--- src/rtl/store_rmw_unit_pkg.sv ---
// store_rmw_unit_pkg: FSM state encodings, size codes and alignment rule shared by the store unit
package store_rmw_unit_pkg;

    typedef enum logic [2:0] {
        IDLE = 3'd0,
        RD   = 3'd1,
        WT   = 3'd2,
        WR   = 3'd3,
        DN   = 3'd4
    } state_e;

    localparam logic [1:0] SZ_BYTE = 2'b00;
    localparam logic [1:0] SZ_HALF = 2'b01;
    localparam logic [1:0] SZ_WORD = 2'b10;
    localparam logic [1:0] SZ_RSVD = 2'b11;

    // A store is rejected when it straddles its natural alignment or uses the reserved size.
    function automatic logic misaligned(input logic [1:0] sz, input logic [1:0] off);
        return (sz == SZ_RSVD) || (sz == SZ_HALF && off[0]) || (sz == SZ_WORD && off != 2'b00);
    endfunction

endpackage

--- src/rtl/store_lane_merge.sv ---
// store_lane_merge: little-endian insertion of a byte/half/word into an existing memory word
module store_lane_merge
    import store_rmw_unit_pkg::*;
(
    input  logic [31:0] old_i,
    input  logic [31:0] data_i,
    input  logic [1:0]  size_i,
    input  logic [1:0]  addr_i,
    output logic [31:0] merged_o
);

    // Overwrite only the addressed lane(s); everything else keeps the old word.
    always_comb begin
        merged_o = old_i;
        if (size_i == SZ_BYTE)
            merged_o[{addr_i, 3'b000} +: 8] = data_i[7:0];
        else if (size_i == SZ_HALF)
            merged_o[{addr_i[1], 4'b0000} +: 16] = data_i[15:0];
        else if (size_i == SZ_WORD)
            merged_o = data_i;
    end

endmodule

--- src/rtl/store_rmw_unit.sv ---
// store_rmw_unit: turns byte/half/word stores into word-wide read-modify-write memory cycles
module store_rmw_unit
    import store_rmw_unit_pkg::*;
#(
    parameter int ADDR_W = 32
) (
    input  logic              clk,
    input  logic              rst_n,
    input  logic              req,
    input  logic [1:0]        size,
    input  logic [ADDR_W-1:0] addr,
    input  logic [31:0]       wdata,
    output logic              busy,
    output logic              done,
    output logic              err,
    output logic [ADDR_W-3:0] mem_addr,
    output logic              mem_rd_en,
    input  logic [31:0]       mem_rdata,
    output logic              mem_wr_en,
    output logic [31:0]       mem_wdata
);

    state_e            state_q, state_d;
    logic [ADDR_W-3:0] mem_addr_q, mem_addr_d;
    logic [1:0]        size_q, size_d;
    logic [1:0]        off_q, off_d;
    logic [31:0]       wdata_q, wdata_d;
    logic              err_d;
    logic              busy_q, done_q, err_q, rd_q, wr_q;
    logic [31:0]       merged;

    // The write buffer holds the raw store data until WT replaces it with the merged word.
    store_lane_merge u_merge (
        .old_i    (mem_rdata),
        .data_i   (wdata_q),
        .size_i   (size_q),
        .addr_i   (off_q),
        .merged_o (merged)
    );

    // Next state and operand capture; operands only change on acceptance and on the merge.
    always_comb begin
        state_d    = state_q;
        mem_addr_d = mem_addr_q;
        size_d     = size_q;
        off_d      = off_q;
        wdata_d    = wdata_q;
        err_d      = 1'b0;
        case (state_q)
            IDLE: if (req) begin
                mem_addr_d = addr[ADDR_W-1:2];
                size_d     = size;
                off_d      = addr[1:0];
                wdata_d    = wdata;
                err_d      = misaligned(size, addr[1:0]);
                state_d    = err_d ? DN : (size == SZ_WORD) ? WR : RD;
            end
            RD: state_d = WT;
            WT: begin
                wdata_d = merged;
                state_d = WR;
            end
            WR:      state_d = DN;
            DN:      state_d = IDLE;
            default: state_d = IDLE;
        endcase
    end

    // State, operands and all outputs are registered, decoded from the upcoming state.
    always_ff @(posedge clk or negedge rst_n) begin
        if (!rst_n) begin
            state_q    <= IDLE;
            mem_addr_q <= '0;
            size_q     <= '0;
            off_q      <= '0;
            wdata_q    <= '0;
            busy_q     <= 1'b0;
            done_q     <= 1'b0;
            err_q      <= 1'b0;
            rd_q       <= 1'b0;
            wr_q       <= 1'b0;
        end else begin
            state_q    <= state_d;
            mem_addr_q <= mem_addr_d;
            size_q     <= size_d;
            off_q      <= off_d;
            wdata_q    <= wdata_d;
            busy_q     <= state_d != IDLE;
            done_q     <= state_d == DN;
            err_q      <= err_d;
            rd_q       <= state_d == RD;
            wr_q       <= state_d == WR;
        end
    end

    assign busy      = busy_q;
    assign done      = done_q;
    assign err       = err_q;
    assign mem_addr  = mem_addr_q;
    assign mem_rd_en = rd_q;
    assign mem_wr_en = wr_q;
    assign mem_wdata = wdata_q;

endmodule

--- config.mk ---
export PLATFORM = sky130hd
export DESIGN_NAME = store_rmw_unit
export DESIGN_NICKNAME = d
export VERILOG_FILES = /design/src/rtl/store_rmw_unit_pkg.sv /design/src/rtl/store_lane_merge.sv /design/src/rtl/store_rmw_unit.sv
export SDC_FILE = /design/constraint.sdc
export NUM_CORES = 1
export LEC_CHECK = 0
export CORE_UTILIZATION = 48
export CTS_BUF_LIST = sky130_fd_sc_hd__clkbuf_4 sky130_fd_sc_hd__clkbuf_8
export DETAILED_ROUTE_END_ITERATION = 6
export PLACE_DENSITY_LB_ADDON = 0.12
export RECOVER_POWER = 50
export SLEW_MARGIN = 30
export SYNTH_ARGS = -nofsm -noshare
export SYNTH_HDL_FRONTEND = slang
export SYNTH_HIERARCHICAL = 1
export SYNTH_SLANG_ARGS = --single-unit
--- constraint.sdc ---
create_clock -name clk -period 2.9 [get_ports clk]
set_input_delay 0.435 -clock clk [delete_from_list [all_inputs] [get_ports clk]]
set_output_delay 0.435 -clock clk [all_outputs]
set_load 0.01 [all_outputs]
==> results.yml <==
logic_synthesis:
  synth_edf_count: 0
  yosys.area.top_type: "dfrtp_1"
  yosysSeqAreaShare_pct: 37.3
  synthesis.nets: 661
  yosys-top-cells-area: "dfrtp_1 37%, nand2_1 7.9%, a221oi_1 6.4%, mux2i_1 6.3%, a22oi_1 5.0%"
  syn_area_per_cell_sq_um: 8.95
  synth.cell_area_sq_um: 4960
  ys.flop_type: "dfrtp_1"
  synth_cells: 555
  synthArstFlopShare_pct: 100
  synth-seq-cells: 74
  synth_top_area_share_pct: 37.3
  netlist-cell-type-count: 42
  yosys_warnings: 6
critical_path:
  cp-start-kind: "flip-flop"
  worstPathRequired_ns: 3.07
  critical_path_class: "reg2reg"
  worstPathMaxFanout: 24
  r2r_cells: 7
  critPathCaptureType: "flip-flop"
  arrival_ns: 2.82
routing:
  routed_wl_um: 15400
  ant_nets: 0
  drt_iter0_markers: 383
  wl_per_cell_um: 18.7
  vias: 5143
  drt_pre_antenna_iters: 7
  vias_per_cell: 6.22
  drcViolationCount: 0
clock_tree:
  clk_latency_ns: 0.36
  htreeDepth: 3
  clkSlewWorstSetupHoldPaths_ns: 0.09
  post_cts_buffers: 0
  cts_buffers: 9
  clockRootBuffer: "clkbuf_8"
  postCtsHoldBufs: 0
  cts_tree: "done"
  cts_resized: 0
  clk_path_buf_depth: 2
  cts_sinks: 74
sta:
  min_period_ns: 2.65
  clock.fmax_ghz: 0.377
  slew_violations: 114
  hold_viol: 0
  rsz0062_at_grt: "no"
  worst_pin_slew_ns: 1.87
  skew_ns: 0.0106
  relSlewSlack_pct: -24.7
  fin_tns_setup_ns: 0
  finalCritPeriodShare_pct: 91.5
  finalSetupViolCount: 0
worst_hold_path:
  hp-class: "in2reg"
  whs_path_depth: 3
power:
  irDropWorstVdd_mv: 0.558
  total_power_mw: 7.61
  power_density_nw_per_um2: 1130
  leakage_nw: 2.79
place:
  dpl.hpwl_um: 10600
  dp_cells: 811
  placed_cell_area_sq_um: 6580
  routabilityCongestion: 0.896
  numPortBuffers: 167
finish:
  area_delta_synth_final_pct: 36.0
  drive_above_1_share_pct: 6.92
  nets: 795
  stdcell_count: 827
  antenna_cells: 0
  final_util_pct: 68.1
  design_area_sq_um: 6750
global_route:
  grt_max_degree: 75
  track_usage_pct: 28.9
  grt_pass1_vias: 5172
  antenna_found_initial: 0
  grt_pass1_wl_um: 25300
  overflow: 0
floorplanning:
  fp.coreArea_sq_um: 9910
  fp.dieH_um: 104
  die_area_sq_um: 10800
  fp-row-count: 36
  die_width_um: 104
  io-pin-count: 168
  initial_core_util_pct: 50.1
status:
  violations: "capacitance limit, slew limit"
  outcome: "finished with violations"
flow_run:
  cap_violations: 2
cell type report:
| class | count | area (sq um) |
|---|---|---|
| fillers | 812 | 3160 |
| multi-input cells | 418 | 2780 |
| flip-flops and latches | 74 | 1850 |
| repair buffers | 180 | 1760 |
| well taps | 133 | 166 |
| clock buffers | 9 | 124 |
| clock inverters | 7 | 52.6 |
| inverters | 6 | 22.5 |
power breakdown:
| group | internal [mW] | switching [mW] |
|---|---|---|
| clock | 0.317 | 0.436 |
| sequential | 1.55 | 0.743 |
| combinational | 2.18 | 2.38 |
| total | 4.04 | 3.56 |
sequential cells by signal, summed over array words and instances (netlist names):
signal     flops
busy           1
done           1
err            1
mem_addr      30
mem_rd_en      1
mem_wdata     32
mem_wr_en      1
off_q          2
size_q         2
state_q        3
layout by cell type, fill, tap and decap left out, types with 2 or more instances in the layout:
cell type,netlist,routed
nor2b_1,33,33
a31oi_1,34,34
nor3b_1,3,3
nand2_1,105,105
clkbuf_8,0,9
buf_4,5,12
nor2_1,7,6
clkinv_2,0,2
a221oi_1,36,36
a21oi_1,8,8
ha_1,5,5
mux2i_1,31,31
o32ai_1,17,17
inv_6,0,2
nand4_1,7,7
o21ai_1,5,5
a211oi_1,8,8
a22oi_1,33,33
nand2b_1,4,4
dlygate4sd3_1,0,29
clkinv_4,0,2
and3_1,8,8
nor3_1,2,2
o22ai_1,15,15
and3b_1,6,6
a221oi_2,8,8
o21ai_0,29,29
nor3b_4,1,2
clkdlybuf4s50_1,0,136
dfrtp_1,74,73
inv_1,6,6
per-stage QoR:
step           hold slack, ns  setup WS (ns)
4_1_cts                 0.256          0.397
3_5_place_dp            0.462          0.418
2_1_floorplan           0.139          0.771
5_1_grt                 0.462          0.106
3_3_place_gp            0.457          0.558
6_report                0.447          0.247
cell usage after synthesis (all sizes together) (2+ instances only):
cell type,n
a31oi,34
a221oi,44
nor2b,33
nand2,105
and3,8
inv,6
dfrtp,74
nor3,3
o32ai,17
a21oi,8
a211oi,8
or2,2
nand2b,4
o21ai,34
o22ai,15
nand4,7
clkbuf,20
mux2i,31
nor3b,5
nor2,7
ha,5
and3b,6
buf,37
a22oi,33
critical path, cell delays in order, from the launching register on:
cell	delay [ns]
dfrtp_1	0.50
inv_1	0.13
ha_1	0.71
and4bb_2	0.40
a221oi_1	0.31
a211oi_1	0.08
a22oi_1	0.20
o21ai_0	0.12
cell families after synthesis:
family	after synthesis	synth area share, %
buf+inv	63	6.93
simple gates	185	19.2
fa+ha+maj	5	1.26
flops	74	37.3
compound gates	197	29.1
mux	31	6.25
path summary, 6_finish.rpt:
path                                 end  slack (ns)    startpoint
min in group asynchronous  mem_wdata[15]        0.59         rst_n
max in group asynchronous      size_q[0]        1.09         rst_n
max reg2reg                 mem_wdata[1]        0.25      off_q[0]
min                        mem_wdata[31]        0.45           req
min reg2reg                 mem_addr[16]        0.48  mem_addr[16]
max                         mem_wdata[1]        0.25      off_q[0]
layer usage:
layer  global-route usage (%)  share of wire, %  up-vias
met5                        0                 0        -
met4                     17.7               3.4        0
met3                     6.10               7.9       37
met2                     47.5                48      258
met1                     34.9                41     2471
li1                         -                 -     2377
No activity file was read; power rests on OpenSTA's default activity.
